**src/rtl/if_stage.sv**
```systemverilog
// Fetch stage: F-stage PC, next-PC select, IF/ID register, perf counters.
// Optional fetch-address check enabled by defining IF_FETCH_CHECK_EN.
module if_stage #(
  parameter logic [31:0] RESET_PC   = 32'h0000_3000,
  parameter logic [31:0] IMEM_BASE  = 32'h0000_3000,
  parameter int          IMEM_WORDS = 4096
) (
  input  logic        clk,
  input  logic        reset,
  input  logic        stall,
  input  logic        branch,
  input  logic [31:0] npc,
  input  logic        flush,
  input  logic [31:0] imem_rdata,
  output logic [31:0] imem_addr,
  output logic [31:0] F_pc,
  output logic [31:0] D_instr,
  output logic [31:0] D_pc,
  output logic [31:0] D_pc8,
  output logic        D_valid,
  output logic [31:0] fetch_cnt,
  output logic [31:0] stall_cnt,
  output logic        fetch_err
);

  typedef struct packed {
    logic [31:0] instr;
    logic [31:0] pc;
    logic        valid;
  } if_id_t;

`ifdef IF_FETCH_CHECK_EN
  localparam bit CHK = 1'b1;
`else
  localparam bit CHK = 1'b0;
`endif

  localparam logic [32:0] LIMIT =
    {1'b0, IMEM_BASE} + 33'(4 * IMEM_WORDS);

  if_id_t      d_q;
  if_id_t      d_nxt;
  logic [31:0] pc_q;
  logic [31:0] pc_sel;
  logic [31:0] pc_nxt;
  logic [31:0] fcnt_q;
  logic [31:0] scnt_q;
  logic        err_q;
  logic        bad;

  always_comb begin
    pc_sel = pc_q + 32'd4;
    unique case (1'b1)
      branch:  pc_sel = npc;
      default: pc_sel = pc_q + 32'd4;
    endcase
  end

  // Misaligned or outside [IMEM_BASE, IMEM_BASE+4*IMEM_WORDS)
  assign bad = (pc_sel[1:0] != 2'b00)
             || (pc_sel < IMEM_BASE)
             || ({1'b0, pc_sel} >= LIMIT);

  always_comb begin
    pc_nxt = pc_sel;
    if (CHK && bad)
      pc_nxt = RESET_PC;
  end

  always_comb begin
    d_nxt.pc    = pc_q;
    d_nxt.instr = flush ? 32'h0 : imem_rdata;
    d_nxt.valid = ~flush;
  end

  always_ff @(posedge clk) begin
    if (reset) begin
      pc_q   <= RESET_PC;
      d_q    <= '0;
      fcnt_q <= '0;
      scnt_q <= '0;
      err_q  <= 1'b0;
    end else if (stall) begin
      scnt_q <= scnt_q + 32'd1;
    end else begin
      pc_q <= pc_nxt;
      d_q  <= d_nxt;
      if (!flush)
        fcnt_q <= fcnt_q + 32'd1;
      if (CHK && bad)
        err_q <= 1'b1;
    end
  end

  assign imem_addr = pc_q;
  assign F_pc      = pc_q;
  assign D_instr   = d_q.instr;
  assign D_pc      = d_q.pc;
  assign D_pc8     = d_q.pc + 32'd8;
  assign D_valid   = d_q.valid;
  assign fetch_cnt = fcnt_q;
  assign stall_cnt = scnt_q;
  assign fetch_err = err_q;

endmodule

```
**config.mk**
```make
export PLATFORM = sky130hd
export DESIGN_NAME = if_stage
export DESIGN_NICKNAME = d
export VERILOG_FILES = /design/src/rtl/if_stage.sv
export SDC_FILE = /design/constraint.sdc
export NUM_CORES = 1
export LEC_CHECK = 0
export CAP_MARGIN = 20
export CORE_ASPECT_RATIO = 0.6
export CORE_MARGIN = 10
export CORE_UTILIZATION = 30
export CTS_CLUSTER_DIAMETER = 40
export DETAILED_ROUTE_END_ITERATION = 8
export GPL_TIMING_DRIVEN = 0
export PLACE_DENSITY = 0.67
export RECOVER_POWER = 25
export REMOVE_ABC_BUFFERS = 1
export SLEW_MARGIN = 40
export SYNTH_ARGS = -nofsm -noshare
export SYNTH_HDL_FRONTEND = slang
export SYNTH_SLANG_ARGS = --single-unit
```
**constraint.sdc**
```tcl
create_clock -name clk -period 2.1 [get_ports clk]
set_clock_uncertainty 0.15 [all_clocks]
set_input_delay 0.21 -clock clk [delete_from_list [all_inputs] [get_ports clk]]
set_output_delay 0.21 -clock clk [all_outputs]
set_load 0.02 [all_outputs]
```
Word-level counts from Yosys, hierarchy flattened

Cells that the tools add are included.

Register bits: 161
Input bits: 69
Output and inout bits: 226
Word-level logic and storage cells: 15

Add/subtract/negate cells: 4
Mux-type cells: 2
Bitwise gates (word level): 2
Reduce and logical (&&, ||, !) cells: 1

Operators with widths:

| cell                                           | count |
|---|---|
| adder 32 x 1 -> 32 bit (second input constant) | 2 |
| 2-to-1 mux 32 bit                              | 2 |
| adder 32 x 3 -> 32 bit (second input constant) | 1 |
| adder 32 x 4 -> 32 bit (second input constant) | 1 |
| NOT 1 bit                                      | 2 |
| AND reduction 2 bit                            | 1 |

Longest topological paths before layout

Depth in word-level cells: 2
Mapped depth: 7

Worst setup path before layout

Ideal clock, no wire load.

Kind: register to output
Start: register d_q, in the netlist D_pc[10]
End: output port D_pc8[26]
Arrival: 1977 ps
Required time: 1740 ps
Slack: -237 ps
Cell stages (with the launch flop): 6
Path buffers: 0
Path through: dfxtp_1 and4_1 nand4_1 nor3_1 nand4_1 xnor2_1

Cells in the longest elaborated chain, start to end: 1

RTL lines:

| element                | line | RTL |
|---|---|---|
| from (decl)            | 41   | `if_id_t d_q;` |
| from (signal assigned) | 87   | `d_q <= d_nxt;` |
| adder 32 x 4 -> 32 bit | 99   | `assign D_pc8 = d_q.pc + 32'd8;` |
| to (decl)              | 19   | `output logic [31:0] D_pc8,` |

No other way between the ends.

Final worst setup path

Start: register d_q, in the netlist D_pc[10]
End: output port D_pc8[21]

The elaborated chain is that of the path after synthesis.

==> impl_metrics.tcl <==
set metrics [dict create \
    outcome "complete, but fails checks" \
    violations "negative setup slack" \
    viasPerCell 4.90 \
    cap_violations 0 \
    yosys-top-cells-area "dfxtp_1, nor2_1, buf_4" \
    vdd_drop_max_mv 0.532 \
    total_power_mw 7.66 \
    dr_wl_met3_um 2560 \
    worstMarginPinSlew_ps 882 \
    synth_simple_gate_area_frac 0.248 \
    yosys.area_share.adder 0.00616 \
    syn-cell-area_um2 8130 \
    htree_levels 4 \
    vias 7698 \
    hpwl_um 20200 \
    start_util 0.306 \
    ant_nets 0 \
    fin_crit_ps 2440 \
    drive_gt1_frac 0.167 \
    dieArea_um2 34300 \
    period_share 1.16 \
    synthMuxAreaShare 0.0571 \
    core-area_um2 26500 \
    fillers 2506 \
    synth_top_family_by_area "simple AND/OR/NAND/NOR gates" \
    slew_headroom 0.412 \
    grt_max_degree 89 \
    dr.pass1.iters 4 \
    drt-total-wl_um 28500 \
    antenna_cells 0 \
    synth_compound_area_frac 0.103 \
    crit_path_end_kind "output pin" \
    path_clk_slew_ps 70 \
    multi_input_area_um2 4450 \
    clock_sinks 161 \
    fin_ws_ps -335 \
    setup_viol 43 \
    drtIter0Drc 523 \
    synth_xor_area_frac 0.0905 \
    pin_count 295 \
    grt_remaining_overflow 0 \
    criticalPathCategory "flop to output pin" \
    cts_max_path_buffers 2 \
    place.port_buffers 293 \
    num-nets-final 1272 \
    antenna_found_initial 2 \
    fin_cells 1572 \
    synthArstFlopShare 0 \
    fin_util 0.462 \
    insertion_delay_ps 440 \
    crit_fanout 7 \
    regArea_um2 3280 \
    numCtsBuffers 17 \
    synth_top_area_frac 0.397 \
    synth-seq-area-share 0.397 \
    clock.fmax_mhz 411 \
    cts_root_buf "clkbuf_16" \
    ys_ff_latch 161 \
    fp.dieH_um 147 \
    synth-main-ff-cell "dfxtp_1" \
    grtUsageTotal 0.158 \
    fp-row-count 46 \
    leakagePower_nw 4.65 \
    synthCells 962 \
    hold_class "input port to flop" \
    crit_required_ps 1740 \
    grt_pass1_vias 7470 \
    p_per_area_nw_per_um2 626 \
    yosys_warnings 0 \
    grt_pass1_wl_um 43300 \
    syn2layout_area_growth_pct 50.7 \
    cp-start-kind "flop" \
    synth_edf_count 0 \
    ys_types 60 \
    final_hold_viol_count 0 \
    wirelength_met1_um 12600 \
    slew_viol_final 0 \
    finalWeightedCongestion 0.810 \
    met2_length_um 13000 \
    dp_cells 1497 \
    rsz0062_at_grt "true" \
    die_w_um 232 \
    drc 0 \
    critical_path_arrival_ps 2080 \
    cts_tree "yes" \
    avgSynthCellArea_um2 8.45 \
    highest_layer "met4" \
    setup_tns_ps -6550 \
    synth_top_area_cell "dfxtp_1" \
    routedWlPerCell_um 18.1 \
]
## stage by stage
stage               hold WS, ps  cell area, µm²  setup slack [ps]
detailed placement          333           10900              -863
global route               39.9           12200              -442
floorplan                   126            7410              -244
CTS                        53.5           12000              -396
global placement            320           10800             -6880
finish                     36.8           12200              -335
## layout by cell type, fill, tap and decap left out, types with 7 or more instances in the layout
cell type        instances
nand4_1                 35
or2_2                    7
inv_1                   19
buf_4                   55
xnor2_1                 42
nand2_1                 49
dfxtp_4                  9
and4_1                   8
dfxtp_2                 22
clkdlybuf4s50_1        263
a22oi_1                 38
a21oi_1                 28
nor3_1                  25
dfxtp_1                130
xnor2_2                  8
and3_1                  12
xor2_1                  33
nor2_1                 161
mux2i_1                 43
nand3_1                 32
clkbuf_16               17
o21ai_0                 19
## path summary, 6_finish.rpt
check	depth (start not counted)	slack, ps	from	end
hold reg to reg	2	340	D_valid$_SDFFE_PP0N_	D_valid$_SDFFE_PP0N_
setup reg to reg	7	-160	fetch_cnt[0]$_SDFFE_PP0P_	fetch_cnt[16]$_SDFFE_PP0P_
hold / removal	3	40	stall	D_pc[9]$_SDFFE_PP0N_
setup / recovery	8	-340	D_pc[10]$_SDFFE_PP0N_	D_pc8[21]
## cell type report
cell class	count	area share
multi-input cells	659	0.364
repair buffers	340	0.273
flip-flops and latches	161	0.268
well taps	360	0.0368
clock buffers	17	0.0347
clock inverters	15	0.0169
inverters	20	0.00644
## what timing repair did
action,4_1_cts,5_1_grt
hold buffers,1,0
hold endpoints to repair,4,0
cloned,0,0
setup endpoints to repair,72,64
buffers inserted,24,18
gates resized for setup,187,45
pin swaps,29,16
## metal layers
metal	GRT usage	up-vias
li1	-	3763
met3	0.0661	24
met5	0	-
met4	0.0427	0
met2	0.252	249
met1	0.193	3662
## registers in the layout (all words and copies together), names as in the netlist
register and flops:
D_instr 32, D_pc 32, F_pc 32, fetch_cnt 32
stall_cnt 32, D_valid 1
## worst max-delay path: stages, from the launching register on
cell and delay [ps]:
dfxtp_4 360, and4_4 200, nand4_1 210, nor3_4 220, buf_12 170, buf_4 120
nand3_4 70, xnor2_2 140, buf_6 130
## logic make-up (layout without fill, tap and decap cells)
logic type	Yosys count	after routing
flops	161	161
other cells	1	1
fa+ha+maj	4	4
xor+xnor	84	84
buf+inv	142	392
mux	46	46
compound gates	125	125
simple gates	399	399
## synthesized netlist by cell type, drive strengths merged (2+ instances only)
master	n
o31ai	4
o21a	2
buf	80
nor3b	3
nand4b	2
ha	4
and2	6
and4	11
a31oi	6
a221oi	2
nand4	38
o22ai	5
and3	15
nand3	43
or2	7
or3	2
o21bai	2
mux2i	43
xor2	34
a32oi	3
nor3	28
a21o	3
xnor2	50
inv	20
nor4	13
clkbuf	42
nor2	167
or4	2
a22oi	38
a21oi	28
mux2	3
nand2b	4
nand2	53
nor2b	4
a32o	3
o21ai	19
dfxtp	161
## power by group
group	total, mW	switching, mW	internal (mW)	leakage [nW]
clock	3.39	1.38	2.01	0.305
sequential	3.27	0.132	3.13	1.32
combinational	1.01	0.510	0.497	3.02
total	7.66	2.03	5.64	4.65
(Power assumes the default switching activity.)
